<file path="src/rtl/process_monitor_ctrl.sv">
// Measurement controller for the process-monitor ring-oscillator macro.
// Runs 2^k captures per request, averages each channel, then scans the
// averages for the minimum enabled channel and the below-threshold alarms.
module process_monitor_ctrl #(
   parameter int unsigned NB_MONITOR   = 14,
   parameter int unsigned COUNT_W      = 16,
   parameter int unsigned TARGET_W     = 16,
   parameter int unsigned AVG_LOG2_MAX = 3,
   parameter int unsigned TIMEOUT_W    = 20,
   localparam int unsigned AVG_W       = (AVG_LOG2_MAX > 0) ? $clog2(AVG_LOG2_MAX + 1) : 1,
   localparam int unsigned IDX_W       = (NB_MONITOR > 1) ? $clog2(NB_MONITOR) : 1
) (
   input  logic                          i_clk,
   input  logic                          i_rst,
   input  logic                          i_start,
   input  logic [TARGET_W-1:0]           i_target,
   input  logic [NB_MONITOR-1:0]         i_use_ro,
   input  logic [AVG_W-1:0]              i_avg_log2,
   input  logic [TIMEOUT_W-1:0]          i_timeout,
   input  logic [COUNT_W-1:0]            i_thresh_lo,
   output logic                          o_pm_enable,
   output logic [TARGET_W-1:0]           o_pm_target,
   output logic [NB_MONITOR-1:0]         o_pm_use_ro,
   input  logic                          i_pm_valid,
   input  logic [NB_MONITOR*COUNT_W-1:0] i_pm_count,
   output logic                          o_busy,
   output logic                          o_done,
   output logic                          o_timeout_err,
   output logic [NB_MONITOR*COUNT_W-1:0] o_result,
   output logic [COUNT_W-1:0]            o_min,
   output logic [IDX_W-1:0]              o_min_idx,
   output logic [NB_MONITOR-1:0]         o_alarm
);

   localparam int unsigned ACC_W = COUNT_W + AVG_LOG2_MAX;
   localparam int unsigned SMP_W = AVG_LOG2_MAX + 1;

   localparam logic [2:0] S_IDLE   = 3'd0;
   localparam logic [2:0] S_RUN    = 3'd1;
   localparam logic [2:0] S_GAP    = 3'd2;
   localparam logic [2:0] S_REDUCE = 3'd3;
   localparam logic [2:0] S_DONE   = 3'd4;

   logic [2:0]           state, state_d;
   logic [AVG_W-1:0]     k_r;
   logic [TIMEOUT_W-1:0] tmo_r, tmo_cnt;
   logic [COUNT_W-1:0]   thresh_r;
   logic                 fresh;
   logic [SMP_W-1:0]     samples;
   logic [IDX_W-1:0]     idx;
   logic [ACC_W-1:0]     acc    [NB_MONITOR];
   logic [COUNT_W-1:0]   result [NB_MONITOR];

   logic                 capture_c, last_sample_c, timeout_c, last_idx_c, red_use_c;
   logic [AVG_W-1:0]     k_clamp_c;
   logic [COUNT_W-1:0]   red_val_c;

   // Next-state and per-cycle decode
   always_comb begin
      k_clamp_c     = (i_avg_log2 > AVG_W'(AVG_LOG2_MAX)) ? AVG_W'(AVG_LOG2_MAX) : i_avg_log2;
      capture_c     = (state == S_RUN) && i_pm_valid && fresh;
      last_sample_c = ((samples + SMP_W'(1)) == (SMP_W'(1) << k_r));
      timeout_c     = (state == S_RUN) && !capture_c && (tmo_r != '0) && (tmo_cnt == tmo_r);
      last_idx_c    = (idx == IDX_W'(NB_MONITOR - 1));
      red_use_c     = o_pm_use_ro[idx];
      red_val_c     = COUNT_W'(acc[idx] >> k_r);
      state_d       = state;
      case (state)
         S_IDLE:   if (i_start) state_d = S_RUN;
         S_RUN: begin
            if (capture_c)      state_d = last_sample_c ? S_REDUCE : S_GAP;
            else if (timeout_c) state_d = S_DONE;
         end
         S_GAP:    state_d = S_RUN;
         S_REDUCE: if (last_idx_c) state_d = S_DONE;
         S_DONE:   state_d = S_IDLE;
         default:  state_d = S_IDLE;
      endcase
   end

   // State register and state-derived status outputs
   always_ff @(posedge i_clk or posedge i_rst) begin
      if (i_rst) begin
         state       <= S_IDLE;
         o_busy      <= 1'b0;
         o_pm_enable <= 1'b0;
         o_done      <= 1'b0;
      end else begin
         state       <= state_d;
         o_busy      <= (state_d != S_IDLE);
         o_pm_enable <= (state_d == S_RUN);
         o_done      <= (state_d == S_DONE);
      end
   end

   // Request latching, accumulation, timeout and the per-channel reduction scan
   always_ff @(posedge i_clk or posedge i_rst) begin
      if (i_rst) begin
         o_pm_target   <= '0;
         o_pm_use_ro   <= '0;
         o_timeout_err <= 1'b0;
         o_min         <= '0;
         o_min_idx     <= '0;
         o_alarm       <= '0;
         k_r           <= '0;
         tmo_r         <= '0;
         tmo_cnt       <= '0;
         thresh_r      <= '0;
         fresh         <= 1'b0;
         samples       <= '0;
         idx           <= '0;
         for (int unsigned c = 0; c < NB_MONITOR; c++) begin
            acc[c]    <= '0;
            result[c] <= '0;
         end
      end else begin
         case (state)
            S_IDLE: begin
               if (i_start) begin
                  o_pm_target   <= i_target;
                  o_pm_use_ro   <= i_use_ro;
                  k_r           <= k_clamp_c;
                  tmo_r         <= i_timeout;
                  thresh_r      <= i_thresh_lo;
                  o_timeout_err <= 1'b0;
                  fresh         <= 1'b0;
                  samples       <= '0;
                  tmo_cnt       <= TIMEOUT_W'(1);
                  for (int unsigned c = 0; c < NB_MONITOR; c++) acc[c] <= '0;
               end
            end
            S_RUN: begin
               tmo_cnt <= tmo_cnt + TIMEOUT_W'(1);
               if (!i_pm_valid) fresh <= 1'b1;
               if (capture_c) begin
                  for (int unsigned c = 0; c < NB_MONITOR; c++) begin
                     if (o_pm_use_ro[c]) acc[c] <= acc[c] + ACC_W'(i_pm_count[c*COUNT_W +: COUNT_W]);
                  end
                  samples <= samples + SMP_W'(1);
                  if (last_sample_c) begin
                     idx       <= '0;
                     o_min     <= '1;
                     o_min_idx <= '0;
                  end
               end else if (timeout_c) begin
                  o_timeout_err <= 1'b1;
               end
            end
            S_GAP: begin
               fresh   <= 1'b0;
               tmo_cnt <= TIMEOUT_W'(1);
            end
            S_REDUCE: begin
               result[idx]  <= red_use_c ? red_val_c : '0;
               o_alarm[idx] <= red_use_c && (red_val_c < thresh_r);
               if (red_use_c && (red_val_c < o_min)) begin
                  o_min     <= red_val_c;
                  o_min_idx <= idx;
               end
               idx <= idx + IDX_W'(1);
            end
            default: ;
         endcase
      end
   end

   // Flatten the averaged results onto the output bus
   always_comb begin
      o_result = '0;
      for (int unsigned c = 0; c < NB_MONITOR; c++) o_result[c*COUNT_W +: COUNT_W] = result[c];
   end

endmodule
</file>
<file path="config.mk">
export PLATFORM = sky130hd
export DESIGN_NAME = process_monitor_ctrl
export DESIGN_NICKNAME = d
export VERILOG_FILES = /design/src/rtl/process_monitor_ctrl.sv
export SDC_FILE = /design/constraint.sdc
export NUM_CORES = 2
export LEC_CHECK = 0
export BUFFER_PORTS_ARGS = -buffer_cell sky130_fd_sc_hd__buf_2
export CAP_MARGIN = 10
export CELL_PAD_IN_SITES_DETAIL_PLACEMENT = 0
export CELL_PAD_IN_SITES_GLOBAL_PLACEMENT = 1
export CORE_MARGIN = 1
export CORE_UTILIZATION = 48
export CTS_CLUSTER_DIAMETER = 80
export DETAILED_ROUTE_END_ITERATION = 10
export PLACE_DENSITY_LB_ADDON = 0.1
export SKIP_LAST_GASP = 1
export SYNTH_ARGS = -nofsm -noshare
export SYNTH_HDL_FRONTEND = slang
export SYNTH_SLANG_ARGS = --single-unit
</file>
<file path="constraint.sdc">
create_clock -name i_clk -period 46.5 [get_ports i_clk]
set_clock_uncertainty 0.1 [all_clocks]
set_input_delay 6.975 -clock i_clk [delete_from_list [all_inputs] [get_ports i_clk]]
set_output_delay 6.975 -clock i_clk [all_outputs]
set_load 0.03 [all_outputs]
</file>
After elaboration in Yosys (flattened, before gate mapping)
Index checks and enable logic that the tools add are counted. W data, S select, Z words.

Add/subtract/negate cells: 17. Multipliers: 0. Div/mod/pow operators: 0. Magnitude comparators: 7. Equality and inequality tests: 29. Shift operators: 2. Muxes and demuxes: 56. Bitwise logic cells: 1. Reductions and logical operators: 37.

Operator list (number): $mux W266 (2); $pmux W266 S2 (1); $mux W19 (16); $add A19 B16 Y19 (14); $bwmux W224 (1); $mux W16 (5); $bmux W19 S4 (1); $demux W16 S4 (1); $reduce_and A4 Y1 (16); $pmux W20 S3 (1); $ne A2 B2 Y1 const B (21); $lt A16 B16 Y1 (2); $pmux W16 S2 (1); $pmux W4 S2 (3); $add A20 B1 Y20 const B (1); $eq A20 B20 Y1 (1); $mux W20 (1); $mux W4 (5); $reduce_bool A20 Y1 (1); $shr A19 B2 Y16 (1); $bwmux W14 (1); $mux W3 (4); $pmux W3 S4 (1); $logic_and A1 B1 Y1 (9); 25 further kinds (39).

Flip-flop bits (word level): 628. Bits in latches: 0. RAM bits: 0. Memory bits (read-only): 0. Input port bits: 296. Output and inout bits: 292. Word-level logic and storage cells: 194. Memories: 0.

Depth between registers and ports, before layout
Word-level depth: 11. Depth in mapped cells: 25.

Worst setup path after synthesis
OpenSTA, ideal clock, no wires.

Path type: input-to-reg. Start: input port i_pm_count[32]. End: register acc[227] (netlist bit). Setup time: 0.132 ns. Arrival time: 9.408 ns. Slack: 36.860 ns. Stages: 11. Buffers on the path: 0. Cell sequence: ha_1 -> fa_1 -> a21o_1 -> a21o_1 -> a2111oi_0 -> o21ai_0 -> a31oi_1 -> a2111oi_0 -> o2111ai_1 -> xor2_1 -> nor2_1.

Longest elaborated chain between the ends: 4.

Ends and longest elaborated chain: start, declared (RTL line 25) `input logic [NB_MONITOR*COUNT_W-1:0] i_pm_count,`; $add A19 B16 Y19 (RTL line 137) `if (o_pm_use_ro[c]) acc[c] <= acc[c] + ACC_W'(i_pm_count[c*COUNT_W +: COUNT_W]);`; $mux W19 (RTL line 137); $mux W266 (RTL line 135) `if (capture_c) begin`; $pmux W266 S2 (RTL line 117) `case (state)`; end signal, assigned by index (RTL line 137); end, declared (RTL line 51) `logic [ACC_W-1:0] acc [NB_MONITOR];`.

Every way passes these cells. The select of a mux whose other input is x is not followed. A chain may end at the register's enable or synchronous reset.

Worst setup path after layout
Start: input port i_pm_count[32]. End: register acc[225] (netlist bit).

Same word-level chain as after synthesis.

==> metrics.txt <==
clock slew at reported path FFs=0.06 ns; number of port buffers=587; Die H=280 µm; Synth Cell Area=37000 µm²; fillers=7012; hold_buf cts=0; commonest non-fill, non-tap cells in the layout=625 x dfrtp_1, 594 x nand2_1, 587 x buf_2; vias per cell=5.63; Post-DP HPWL=88700 µm; IO Pins=588; vias in the first global route=29300; sw power=1.23 mW; Internal Pwr Total=1.54 mW; CP arrival=10.32 ns; cts repair resizes=0; DRT iter0 DRCs=2122; Seq cells post-synth=628; buffer depth of the longest clock path=3; H-tree depth=3; Post-synth ARST share=100%; Core Util, Final=56.8%; GRT Resource Usage Total=29.9%; FF-to-FF path depth=18; share of cells above drive strength 1=19.1%; Yosys warnings=0; latest clock arrival within the worst-skew pair=0.63 ns; total power=2.77 mW; setup repair after global routing missed its margin=false; path type of the worst setup path=input pin to register; CP Cell Sequence=buf_2, ha_1, fa_1, a21o_1, a21o_1, a2111oi_0, o21ai_0, a31oi_1, a2111oi_0, o21ai_0, xor2_1, nor2_1; Antenna Nets Post-Route=0; Sw Share=44.5%; most common cell after layout, fill and taps aside=dfrtp_1; sequential share of power=31.1%; nets=4994; part of the cycle the worst path needs=21.4%; Setup crit start kind=input pin; P_leak=21.6 nW; Top delay family on crit path=compound AO/OA/AOI/OAI gates; clock root cell=clkbuf_16; sequential cell area fraction in the yosys report=42.4%; Slew @ Worst Pin=1.10 ns; cells after synthesis=3923; worst relative slew slack=26.5%; CTS tree=yes; average size of a mapped cell=9.44 µm²; Worst setup EP type=register; Synth Net Count=4493; via count=31000; worst path bufs/invs=1; WL final=118000 µm; cell count along the critical path=12; initial antenna violation count=10; Main synth FF type=dfrtp_1; cts bufs inserted=75; Sink Count=628; largest fanout on the critical path=3; crit-path max cell delay=0.79 ns; Hold Crit Class=register to register; global-route wire length before repair=180000 µm; largest net degree at the start of global routing=171; maximum VDD drop=0.0349 mV; Final setup viols=0; Die ar.=78200 µm²; EDFF count, synth=0; Gate power share=46.6%; CP Data Required Time=46.85 ns; Routed wire per std cell=21.5 µm; layout-stage area growth over the synthesis result=16.7%; Post-CTS Setup Bufs=0; Fin Setup TNS=0 ns; max-cap violations=0; power per cell area=64.0 nW/µm²; drt drc=0; Synth cell types=73; fin crit period=9.97 ns; first-pass iteration count of the detailed router=6; Max Slew Vio Count=0; Clk pwr share=22.3%; global placer's final weighted congestion=0.915; Die W=280 µm; gr ovfl total=0; Initial Util=48.7%; fmax=100 MHz; hold path cells=2; final hold violations=0; result of the run=finished clean; row cnt=101; CORE AREA=76100 µm²; slowest stage cell, crit path=a2111oi_0
## flip-flops by register name (all words and copies together) (netlist names), 4 cells and up
name         flops
acc            266
o_result       224
tmo_cnt         20
tmo_r           20
o_min           16
o_pm_target     16
thresh_r        16
o_alarm         14
o_pm_use_ro     14
idx              4
o_min_idx        4
samples          4
## cell families (layout without fill, tap and decap cells)
kind of cell	after synthesis	in the layout	share of synthesized area (%)
AO/OA/AOI/OAI	1028	1028	16.6
XOR/XNOR	230	230	5.44
adder cells (fa/ha/maj)	274	274	9.54
buffers and inverters	268	820	3.16
flip-flops	628	628	42.4
multiplexers	165	165	6.77
other	0	4	0
AND/OR/NAND/NOR	1330	1330	16.0
## stage by stage
step                      setup slack (ns)  std cells  hold slack, ns  area (µm²)
final                                36.53       5509           0.368       43200
after global routing                 36.34       5508           0.393       43200
after global placement               36.07       5377           0.355       40700
after floorplan                      21.84       3923           0.340       37000
after detailed placement             36.00       5377           0.359       40700
after CTS                            36.61       5505           0.372       43200
## worst paths after layout
kind	start	slack, ns	endpoint
hold / removal	o_result[82]	0.37	o_result[82]
min in group asynchronous	i_rst	6.33	o_result[11]
setup reg to reg	idx[0]	40.26	o_min_idx[2]
hold reg to reg	o_result[82]	0.37	o_result[82]
setup / recovery	i_pm_count[32]	36.53	acc[225]
max in group asynchronous	i_rst	37.00	idx[0]
## routing by layer
| layer | global-route usage, % | part of all wire (%) | vias up |
|---|---|---|---|
| met4 | 8.08 | 2.3 | 4 |
| met1 | 40.6 | 44 | 14900 |
| met5 | 0 | 0.029 | - |
| li1 | - | - | 15100 |
| met3 | 4.30 | 5.5 | 142 |
| met2 | 49.8 | 48 | 825 |
## power groups by stage
stage | combinational (mW) | clock, mW | sequential [mW]
2_1_floorplan | 0.841 | 0 | 0.918
3_3_place_gp | 1.27 | 0 | 0.864
3_5_place_dp | 1.28 | 0 | 0.867
4_1_cts | 1.29 | 0.628 | 0.859
5_1_grt | 1.42 | 0.649 | 0.879
6_report | 1.29 | 0.618 | 0.860
## area by class of cell
class	instances	area [µm²]	share of cell area [%]
inverters	71	274	0.634
flip-flops and latches	628	15700	36.4
repair buffers	621	3220	7.45
diodes	4	10.0	0.0232
clock inverters	31	480	1.11
multi-input cells	3027	20100	46.6
clock buffers	97	2080	4.81
well taps	1030	1290	2.98
## cell usage after synthesis (32+ instances only)
library cell	n	area (µm²)
nand3_1	294	1470
inv_1	70	263
mux4_2	48	1080
and2_1	32	200
mux2i_1	74	741
nand2_1	594	2230
o211ai_1	32	240
a21oi_1	170	851
ha_1	260	3250
o21a_1	52	390
o21ai_0	488	2440
nand2b_1	35	219
a21o_1	78	586
nor3_1	49	245
o31ai_1	51	383
xnor2_1	86	753
xor2_1	144	1260
nor2_1	203	762
clkbuf_1	137	514
dfrtp_1	628	15700
## worst register-to-register path, delay by kind of cell (launching register included)
kind / cells / cell delay, ns
buf+inv: 3 / 1.09
compound gates: 5 / 2.00
flops: 1 / 0.74
fa+ha+maj: 1 / 0.25
simple gates: 5 / 0.52
mux: 4 / 1.41
No activity file was read; power rests on OpenSTA's default activity.
